`config.mk`:
```
export PLATFORM = sky130hd
export DESIGN_NAME = ring_slot_sched
export DESIGN_NICKNAME = d
export VERILOG_FILES = /design/src/rtl/ring_slot_sched.sv
export SDC_FILE = /design/constraint.sdc
export NUM_CORES = 1
export LEC_CHECK = 0
export CORE_MARGIN = 1
export CORE_UTILIZATION = 46
export CTS_CLUSTER_SIZE = 25
export DETAILED_ROUTE_END_ITERATION = 10
export PLACE_DENSITY = 0.8
export SYNTH_ARGS = -nofsm -noshare
export SYNTH_HDL_FRONTEND = slang
export SYNTH_SLANG_ARGS = --single-unit
```
`constraint.sdc`:
```
create_clock -name clk -period 2.85 [get_ports clk]
set_input_delay 0.57 -clock clk [delete_from_list [all_inputs] [get_ports clk]]
set_output_delay 0.57 -clock clk [all_outputs]
set_load 0.01 [all_outputs]
```
`src/rtl/ring_slot_sched.sv`:
```
// Round-robin time-slot scheduler: one-hot rotating priority token plus a
// slot FSM that grants, times and releases one requester at a time.
module ring_slot_sched #(
  parameter int unsigned N        = 4,
  parameter int unsigned SLOT_LEN = 4,
  parameter int unsigned IW       = $clog2(N)
) (
  input  logic          clk,
  input  logic          mrst,
  input  logic          en,
  input  logic [N-1:0]  req,
  input  logic [N-1:0]  done,
  input  logic          load,
  input  logic [IW-1:0] start_idx,
  output logic [N-1:0]  grant,
  output logic [IW-1:0] grant_idx,
  output logic          busy,
  output logic          slot_start,
  output logic          err
);

  localparam int unsigned CW = (SLOT_LEN > 1) ? $clog2(SLOT_LEN) : 1;
  localparam int unsigned SW = IW + 1;

  localparam logic [1:0] IDLE = 2'd0;
  localparam logic [1:0] HOLD = 2'd1;
  localparam logic [1:0] GAP  = 2'd2;

  localparam logic [N-1:0] TOK_RST = {{(N-1){1'b0}}, 1'b1};

  logic [1:0]    state, state_nxt;
  logic [N-1:0]  token, token_nxt;
  logic [CW-1:0] cnt, cnt_nxt;
  logic [N-1:0]  grant_nxt;
  logic [IW-1:0] grant_idx_nxt;
  logic          slot_start_nxt;
  logic          err_nxt;

  logic [IW-1:0] tok_pos;
  logic [N-1:0]  rot;
  logic          sel_found;
  logic [SW-1:0] sel_sum;
  logic [IW-1:0] sel_idx;
  logic [N-1:0]  sel_vec;
  logic          load_ok;
  logic [N-1:0]  load_vec;
  logic          release_now;

  // Token position and round-robin pick: rotate req so the token sits at bit 0.
  always_comb begin
    tok_pos = '0;
    for (int i = 0; i < N; i++) begin
      if (token[i]) tok_pos = IW'(i);
    end
    rot = (req >> tok_pos) | (req << (SW'(N) - SW'(tok_pos)));
    sel_found = 1'b0;
    sel_sum   = '0;
    for (int k = 0; k < N; k++) begin
      if (!sel_found && rot[k]) begin
        sel_found = 1'b1;
        sel_sum   = SW'(tok_pos) + SW'(k);
      end
    end
    if (32'(sel_sum) >= N) sel_idx = IW'(sel_sum - SW'(N));
    else                   sel_idx = IW'(sel_sum);
    sel_vec = '0;
    for (int i = 0; i < N; i++) begin
      sel_vec[i] = (sel_idx == IW'(i));
    end
  end

  // Preload decode and slot release condition.
  always_comb begin
    load_ok  = (32'(start_idx) < N);
    load_vec = '0;
    for (int i = 0; i < N; i++) begin
      load_vec[i] = (start_idx == IW'(i));
    end
    release_now = (cnt == '0) || (|(done & grant)) || !(|(req & grant));
  end

  // Slot FSM next-state and next-output logic.
  always_comb begin
    state_nxt      = state;
    token_nxt      = token;
    cnt_nxt        = cnt;
    grant_nxt      = grant;
    grant_idx_nxt  = grant_idx;
    slot_start_nxt = 1'b0;
    err_nxt        = 1'b0;
    case (state)
      IDLE: begin
        grant_nxt = '0;
        if (load) begin
          if (load_ok) token_nxt = load_vec;
          else         err_nxt   = 1'b1;
        end else if (en && sel_found) begin
          token_nxt      = sel_vec;
          grant_nxt      = sel_vec;
          grant_idx_nxt  = sel_idx;
          cnt_nxt        = CW'(SLOT_LEN - 1);
          slot_start_nxt = 1'b1;
          state_nxt      = HOLD;
        end
      end
      HOLD: begin
        if (release_now) begin
          grant_nxt = '0;
          token_nxt = {token[N-2:0], token[N-1]};
          state_nxt = GAP;
        end else begin
          cnt_nxt = cnt - CW'(1);
        end
      end
      GAP: begin
        grant_nxt = '0;
        state_nxt = IDLE;
      end
      default: begin
        grant_nxt = '0;
        state_nxt = IDLE;
      end
    endcase
  end

  // State and registered outputs.
  always_ff @(posedge clk or negedge mrst) begin
    if (!mrst) begin
      state      <= IDLE;
      token      <= TOK_RST;
      cnt        <= '0;
      grant      <= '0;
      grant_idx  <= '0;
      busy       <= 1'b0;
      slot_start <= 1'b0;
      err        <= 1'b0;
    end else begin
      state      <= state_nxt;
      token      <= token_nxt;
      cnt        <= cnt_nxt;
      grant      <= grant_nxt;
      grant_idx  <= grant_idx_nxt;
      busy       <= (state_nxt != IDLE);
      slot_start <= slot_start_nxt;
      err        <= err_nxt;
    end
  end

endmodule

```
==> impl_results.md, run 1 <==
- Result of the run: finished clean
- Area of the core: 2450 µm²
- Endpoint required time on the critical path: 3.06 ns
- Max-capacitance violation count: 0
- Largest net degree at the start of global routing: 17
- Die extent in x: 52.8 µm
- Ports placed on the boundary: 23
- Drt wl/cell: 15.8 µm
- Busiest layer in global routing: met2
- Detailed-route DRC error count: 0
- Global-route met3 utilization: 2.32%
- Power per unit of standard cell area: 1360 nW/µm²
- Hpwl dp: 2.42 mm
- GRT Total Usage: 25.4%
- Vias post-DR: 1,165
- Post-synth top flop: sky130_fd_sc_hd__dfrtp_1
- Total count of max-transition violations in the final report: 0
- Quantity of hold-fixing buffers added after cts: 0
- Clock root buffer: sky130_fd_sc_hd__clkbuf_4
- Num CTS Buffers: 3
- Final-layout worst hold slack: 0.509 ns
- Final Wtd Congestion: 0.907
- R2R cell count: 11
- Worst-case headroom to the max-slew limit: 54.1%
- Post-place instance area: 1590 µm²
- Crit Path Max Fanout: 6
- Synth async-reset ratio: 100%
- Non-Filler Cell Area, Final: 1720 µm²
- Number of flops mapped to enable cells by yosys: 0
- CTS tree: yes
- Commonest cells after routing, fill and taps aside: sky130_fd_sc_hd__buf_4, sky130_fd_sc_hd__clkdlybuf4s50_1, sky130_fd_sc_hd__dfrtp_1
- Post-Synthesis Cells: 124
- Placement Rows: 18
- N_diodes: 0
- # H-tree levels: 1
- Highest attainable clock frequency: 0.366 GHz
- Remaining number of nets flagged by the antenna check after routing: 0
- Unrepaired setup endpoints after global routing: true
- Worst-Margin Slew: 0.686 ns
- Met1 demand-to-capacity share in global routing: 29.9%
- Count of unique library cells instantiated by Yosys: 54
- Worst-path clk slew: 0.09 ns
- Drt pass-1 iters: 4
- Number of DRC markers after the initial detailed-route iteration: 36
- Final setup violation count: 0
- Cell Area, Synth: 1190 µm²
- Share of total power in combinational logic: 76.7%
- Fraction of layout cells with a size suffix above 1: 35.7%
- Startpoint of the worst hold path: cnt[1]
- Critical Setup Path Class: flip-flop to flip-flop
- CP Launch Type: flip-flop
- Nets in the synthesized netlist: 140
- Detailed-route wire length: 3.17 mm
- Starting density of the core: 48.3%
- Flip-flop and latch count after synthesis: 16
- Clock Sinks: 16
- Synth warn: 0
- Fraction of power consumed by the clock network: 6.2%
- Layout-stage area growth over the synthesis result: 45.3%
- Cell Int Power: 0.00134 W
- First-pass GRT wire length: 5.17 mm
- Clock latency on the worst-skew pair: 0.28 ns
- Vias per std cell: 5.80
- Worst setup path startpoint: token[2]
- Tot Pwr: 0.00235 W
- Die area: 2790 µm²
- Data arrival at the endpoint of the critical path: 2.95 ns
- Net total in the final layout: 188
- Remaining Overflow, GRT: 0
- Initial antenna violation count: 0
- Fraction of met2 tracks used by global routing: 45.4%
- Vias in the first global route: 1,170
- Number of I/O port buffers: 21
- Minimum period implied by the final worst setup slack: 2.74 ns
- Type of the tightest min-delay check: flip-flop to flip-flop
- Part of the Yosys area used for sequential elements: 33.9%
- Final Hold Violating Endpoints: 0
- Synthesized area divided by synthesized cell count: 9.57 µm²
- Reg power frac: 17.0%
- Die H: 52.8 µm
- Crit end category: flip-flop
- CTS Buffer Depth: 2
- Final clock skew: 0.00799 ns
- Most common cell after layout, fill and taps aside: sky130_fd_sc_hd__buf_4
- IR Drop Worst-Case VDD: 768 µV
- Switching portion of total power: 43.0%
- Critical register-to-register path startpoint: token[2]
- LEAKAGE: 0.759 nW
- Fraction of the core area covered by cells at the end of the flow: 70.2%
- Switching power summed over all nets: 0.00101 W
- WHS Path Cells: 1
- Fraction of the cycle the final worst path needs: 96.0%
==> per-layer routing <==
| metal | vias up | share of wire (%) |
|---|---|---|
| met4 | 0 | 2.3 |
| met1 | 564 | 43 |
| met2 | 32 | 52 |
| li1 | 559 | - |
| met3 | 10 | 2.9 |
| met5 | - | 0 |
==> cell families (layout without fill, tap and decap cells) <==
group / after synthesis / after routing / share of synthesized area (%)
AO/OA/AOI/OAI: 45 / 45 / 34.4
adder cells (fa/ha/maj): 2 / 2 / 2.11
buffers and inverters: 17 / 64 / 7.49
flip-flops: 16 / 16 / 33.9
multiplexers: 5 / 5 / 4.32
other: 1 / 1 / 0.316
AND/OR/NAND/NOR: 38 / 38 / 17.5
==> synth_stat cells (4+ instances only) <==
cell type,instances,area (µm²)
sky130_fd_sc_hd__dfrtp_1,15,375
sky130_fd_sc_hd__nor2_1,9,33.8
sky130_fd_sc_hd__inv_1,8,30.0
sky130_fd_sc_hd__nand2_1,6,22.5
sky130_fd_sc_hd__a21oi_1,5,25.0
sky130_fd_sc_hd__nand3_1,5,25.0
sky130_fd_sc_hd__a22o_1,4,35.0
sky130_fd_sc_hd__mux2i_1,4,40.0
sky130_fd_sc_hd__nand2b_1,4,25.0
==> final cells by class <==
cell class                      count  area [µm²]
Timing Repair Buffer               50         428
Fill cell                         207         732
Inverter                           10        40.0
Multi-Input combinational cell     91         778
Clock buffer                        4        36.3
Tap cell                           30        37.5
Sequential cell                    16         403
==> power groups by stage <==
stage | combinational, W | clock, W | sequential (W)
floorplan | 0.00101 | 0 | 0.000398
global placement | 0.00154 | 0 | 0.000396
detailed placement | 0.00158 | 0 | 0.000402
CTS | 0.00165 | 0.000151 | 0.000399
global route | 0.00195 | 0.000163 | 0.000410
finish | 0.00180 | 0.000146 | 0.000400
==> what timing repair did <==
| action | in CTS | in global routing |
|---|---|---|
| setup endpoints to repair | 10 | 13 |
| pin swaps | 0 | 8 |
| resized for setup | 4 | 6 |
| hold endpoints to repair | 0 | 0 |
| setup buffers | 0 | 5 |
==> flip-flops by register name (all words and copies together), names as in the netlist <==
| name | count |
|---|---|
| busy | 1 |
| cnt | 2 |
| grant | 4 |
| grant_idx | 2 |
| slot_start | 1 |
| state | 2 |
| token | 4 |
==> worst paths after layout <==
kind / endpoint / slack (ns)
worst min-delay path: cnt[1] / 0.51
worst max-delay path: token[3] / 0.11
max in group asynchronous: token[2] / 1.68
min in group asynchronous: busy / 0.69
worst min register to register: cnt[1] / 0.51
worst max register to register: token[3] / 0.11
==> worst max-delay path, cell delays in order, from the launching register on <==
cell	delay, ns
sky130_fd_sc_hd__dfrtp_2	0.46
sky130_fd_sc_hd__nor2b_4	0.13
sky130_fd_sc_hd__nor2_2	0.06
sky130_fd_sc_hd__ha_4	0.31
sky130_fd_sc_hd__o22ai_4	0.07
sky130_fd_sc_hd__a2111oi_4	0.39
sky130_fd_sc_hd__a221o_2	0.24
sky130_fd_sc_hd__nand2_2	0.08
sky130_fd_sc_hd__a2111oi_4	0.32
sky130_fd_sc_hd__o22ai_2	0.13
sky130_fd_sc_hd__or3_1	0.32
sky130_fd_sc_hd__a31oi_1	0.13
==> stage by stage <==
| stage | cells | setup TNS, ns | setup WS [ns] |
|---|---|---|---|
| 4_1_cts | 196 | 0 | 0.00477 |
| 3_3_place_gp | 192 | -0.0363 | -0.0363 |
| 6_report | 201 | 0 | 0.115 |
| 3_5_place_dp | 192 | -0.444 | -0.107 |
| 5_1_grt | 201 | -0.0361 | -0.0251 |
| 2_1_floorplan | 124 | 0 | 0.00990 |
Note: power is estimated with default switching activity, not from simulation.
==> inputs of run 2 (changes only) <==
CORE_UTILIZATION = 56   (was 46)
DONT_BUFFER_PORTS = 1   (was default)
PLACE_DENSITY = 0.79   (was 0.8)
==> impl_results.md, run 2 (synthesis results as in run 1) <==
- Starting density of the core: 59.8%
- Die extent in x: 48.0 µm
- Power per unit of standard cell area: 1490 nW/µm²
- Max-capacitance violation count: 0
- First-pass GRT wire length: 4.26 mm
- Endpoint required time on the critical path: 3.05 ns
- Layout filler cell count: 132
- Tot Pwr: 0.00216 W
- Drt wl/cell: 17.5 µm
- Detailed-route wire length: 2.93 mm
- Area of the core: 1980 µm²
- Worst-path clk slew: 0.08 ns
- Largest net degree at the start of global routing: 16
- Remaining Overflow, GRT: 0
- Critical Setup Path Class: flip-flop to flip-flop
- Fraction of layout cells with a size suffix above 1: 36.4%
- CTS tree: yes
- CTS Buffer Depth: 2
- GRT Total Usage: 27.1%
- Remaining number of nets flagged by the antenna check after routing: 0
- Vias post-DR: 1,048
- Most common cell after layout, fill and taps aside: sky130_fd_sc_hd__buf_4
- Crit end category: flip-flop
- Switching power summed over all nets: 0.00100 W
- LEAKAGE: 0.622 nW
- Final TNS setup: 0 ns
- Vias per std cell: 6.28
- Minimum setup slack after placement: 0.00651 ns
- Result of the run: finished clean
- Detailed-route DRC error count: 0
- Number of DRC markers after the initial detailed-route iteration: 29
- Vias in the first global route: 954
- Ports placed on the boundary: 23
- Fraction of power consumed by the clock network: 5.4%
- Worst Slack Setup Final: 0.0808 ns
- Number of I/O port buffers: 0
- Data arrival at the endpoint of the critical path: 2.97 ns
- Reg power frac: 19.7%
- IR Drop Worst-Case VDD: 839 µV
- Hpwl dp: 2.15 mm
- Die H: 48.0 µm
- N_diodes: 0
- Initial antenna violation count: 0
- Unrepaired setup endpoints after global routing: false
- Final Hold Violating Endpoints: 0
- CP Launch Type: flip-flop
- Final setup violation count: 0
- Final Wtd Congestion: 0.806
- Switching portion of total power: 46.3%
- Type of the tightest min-delay check: input port to async pin
- Worst-case headroom to the max-slew limit: 55.5%
- Placement Rows: 16
- Total count of max-transition violations in the final report: 0
- Num CTS Buffers: 3
- Registers with the most flip-flops: grant (4), token (4)
- Fraction of the core area covered by cells at the end of the flow: 73.1%
- Share of total power in combinational logic: 74.9%
- Clock Sinks: 16
- Commonest cells after routing, fill and taps aside: sky130_fd_sc_hd__buf_4, sky130_fd_sc_hd__dfrtp_1, sky130_fd_sc_hd__inv_1
- Crit Path Max Fanout: 6
- Cell Int Power: 0.00116 W
- Drt pass-1 iters: 4
- Clock latency on the worst-skew pair: 0.28 ns
- Final clock skew: 0.00322 ns
- Minimum period implied by the final worst setup slack: 2.77 ns
- Net total in the final layout: 157
- Worst-Margin Slew: 0.665 ns
- Clock root buffer: sky130_fd_sc_hd__clkbuf_4
- Fraction of the cycle the final worst path needs: 97.2%
- # H-tree levels: 1
- Layout-stage area growth over the synthesis result: 22.2%
- Highest attainable clock frequency: 0.361 GHz
- Die area: 2310 µm²
==> run 2: changes by cell type in the layout (fill, tap and decap cells not counted), sizes merged <==
cell	before	now
dlygate4sd3	0	1
clkdlybuf4s50	21	0
buf	29	18
==> run 2: metrics by stage <==
step / hold slack, ns / cell area, µm² / cells
2_1_floorplan: 0.274 / 1220 / 124
3_3_place_gp: 0.275 / 1320 / 160
3_5_place_dp: 0.275 / 1320 / 160
4_1_cts: 0.122 / 1370 / 165
5_1_grt: 0.115 / 1450 / 167
6_report: 0.127 / 1450 / 167
==> run 2: path summary, 6_finish.rpt <==
path / depth (start not counted) / startpoint / slack, ns / endpoint
setup / recovery: 11 / token[2] / 0.08 / token[3]
hold / removal: 0 / mrst / 0.13 / token[0]
setup reg to reg: 11 / token[2] / 0.08 / token[3]
hold reg to reg: 1 / cnt[1] / 0.50 / cnt[1]
max in group asynchronous: 1 / mrst / 1.62 / token[2]
min in group clk: 2 / load / 0.45 / token[3]
==> run 2: worst max-delay path, cell delays in order (launching register included) <==
cell                        delay, ns
sky130_fd_sc_hd__dfrtp_2         0.45
sky130_fd_sc_hd__or2_4           0.27
sky130_fd_sc_hd__inv_2           0.09
sky130_fd_sc_hd__ha_4            0.22
sky130_fd_sc_hd__buf_6           0.15
sky130_fd_sc_hd__o2111ai_4       0.21
sky130_fd_sc_hd__a31oi_4         0.13
sky130_fd_sc_hd__buf_4           0.17
sky130_fd_sc_hd__a2111oi_4       0.35
sky130_fd_sc_hd__o22ai_2         0.14
sky130_fd_sc_hd__or3_1           0.39
sky130_fd_sc_hd__a31oi_1         0.14
==> run 2: area by class of cell <==
| type | instances | area [µm²] | area share, % |
|---|---|---|---|
| Clock buffer | 4 | 26.3 | 1.81 |
| Inverter | 10 | 37.5 | 2.59 |
| Multi-Input combinational cell | 91 | 800 | 55.2 |
| Sequential cell | 16 | 403 | 27.8 |
| Tap cell | 27 | 33.8 | 2.33 |
| Timing Repair Buffer | 19 | 149 | 10.3 |
==> run 2: repair_timing <==
item,CTS,global route
hold endpoints to repair,15,0
pin swaps,0,6
gates resized for setup,3,10
hold buffers,1,0
buffers inserted,0,2
endpoints found under the setup margin,1,9
==> run 2: per-layer routing <==
metal,GRT usage [%],vias up,share of wire (%)
li1,-,499,-
met1,36.6,518,44
met4,1.67,0,0
met2,46.2,31,51
met3,6.79,0,5.2
met5,0,-,0
==> run 2: power by group through the flow <==
stage	registers [W]	clock network, W	logic (W)
after global routing	0.000436	0.000128	0.00173
after detailed placement	0.000426	0	0.00135
after global placement	0.000424	0	0.00131
final	0.000426	0.000117	0.00162
after floorplan	0.000398	0	0.00101
after CTS	0.000423	0.000122	0.00139
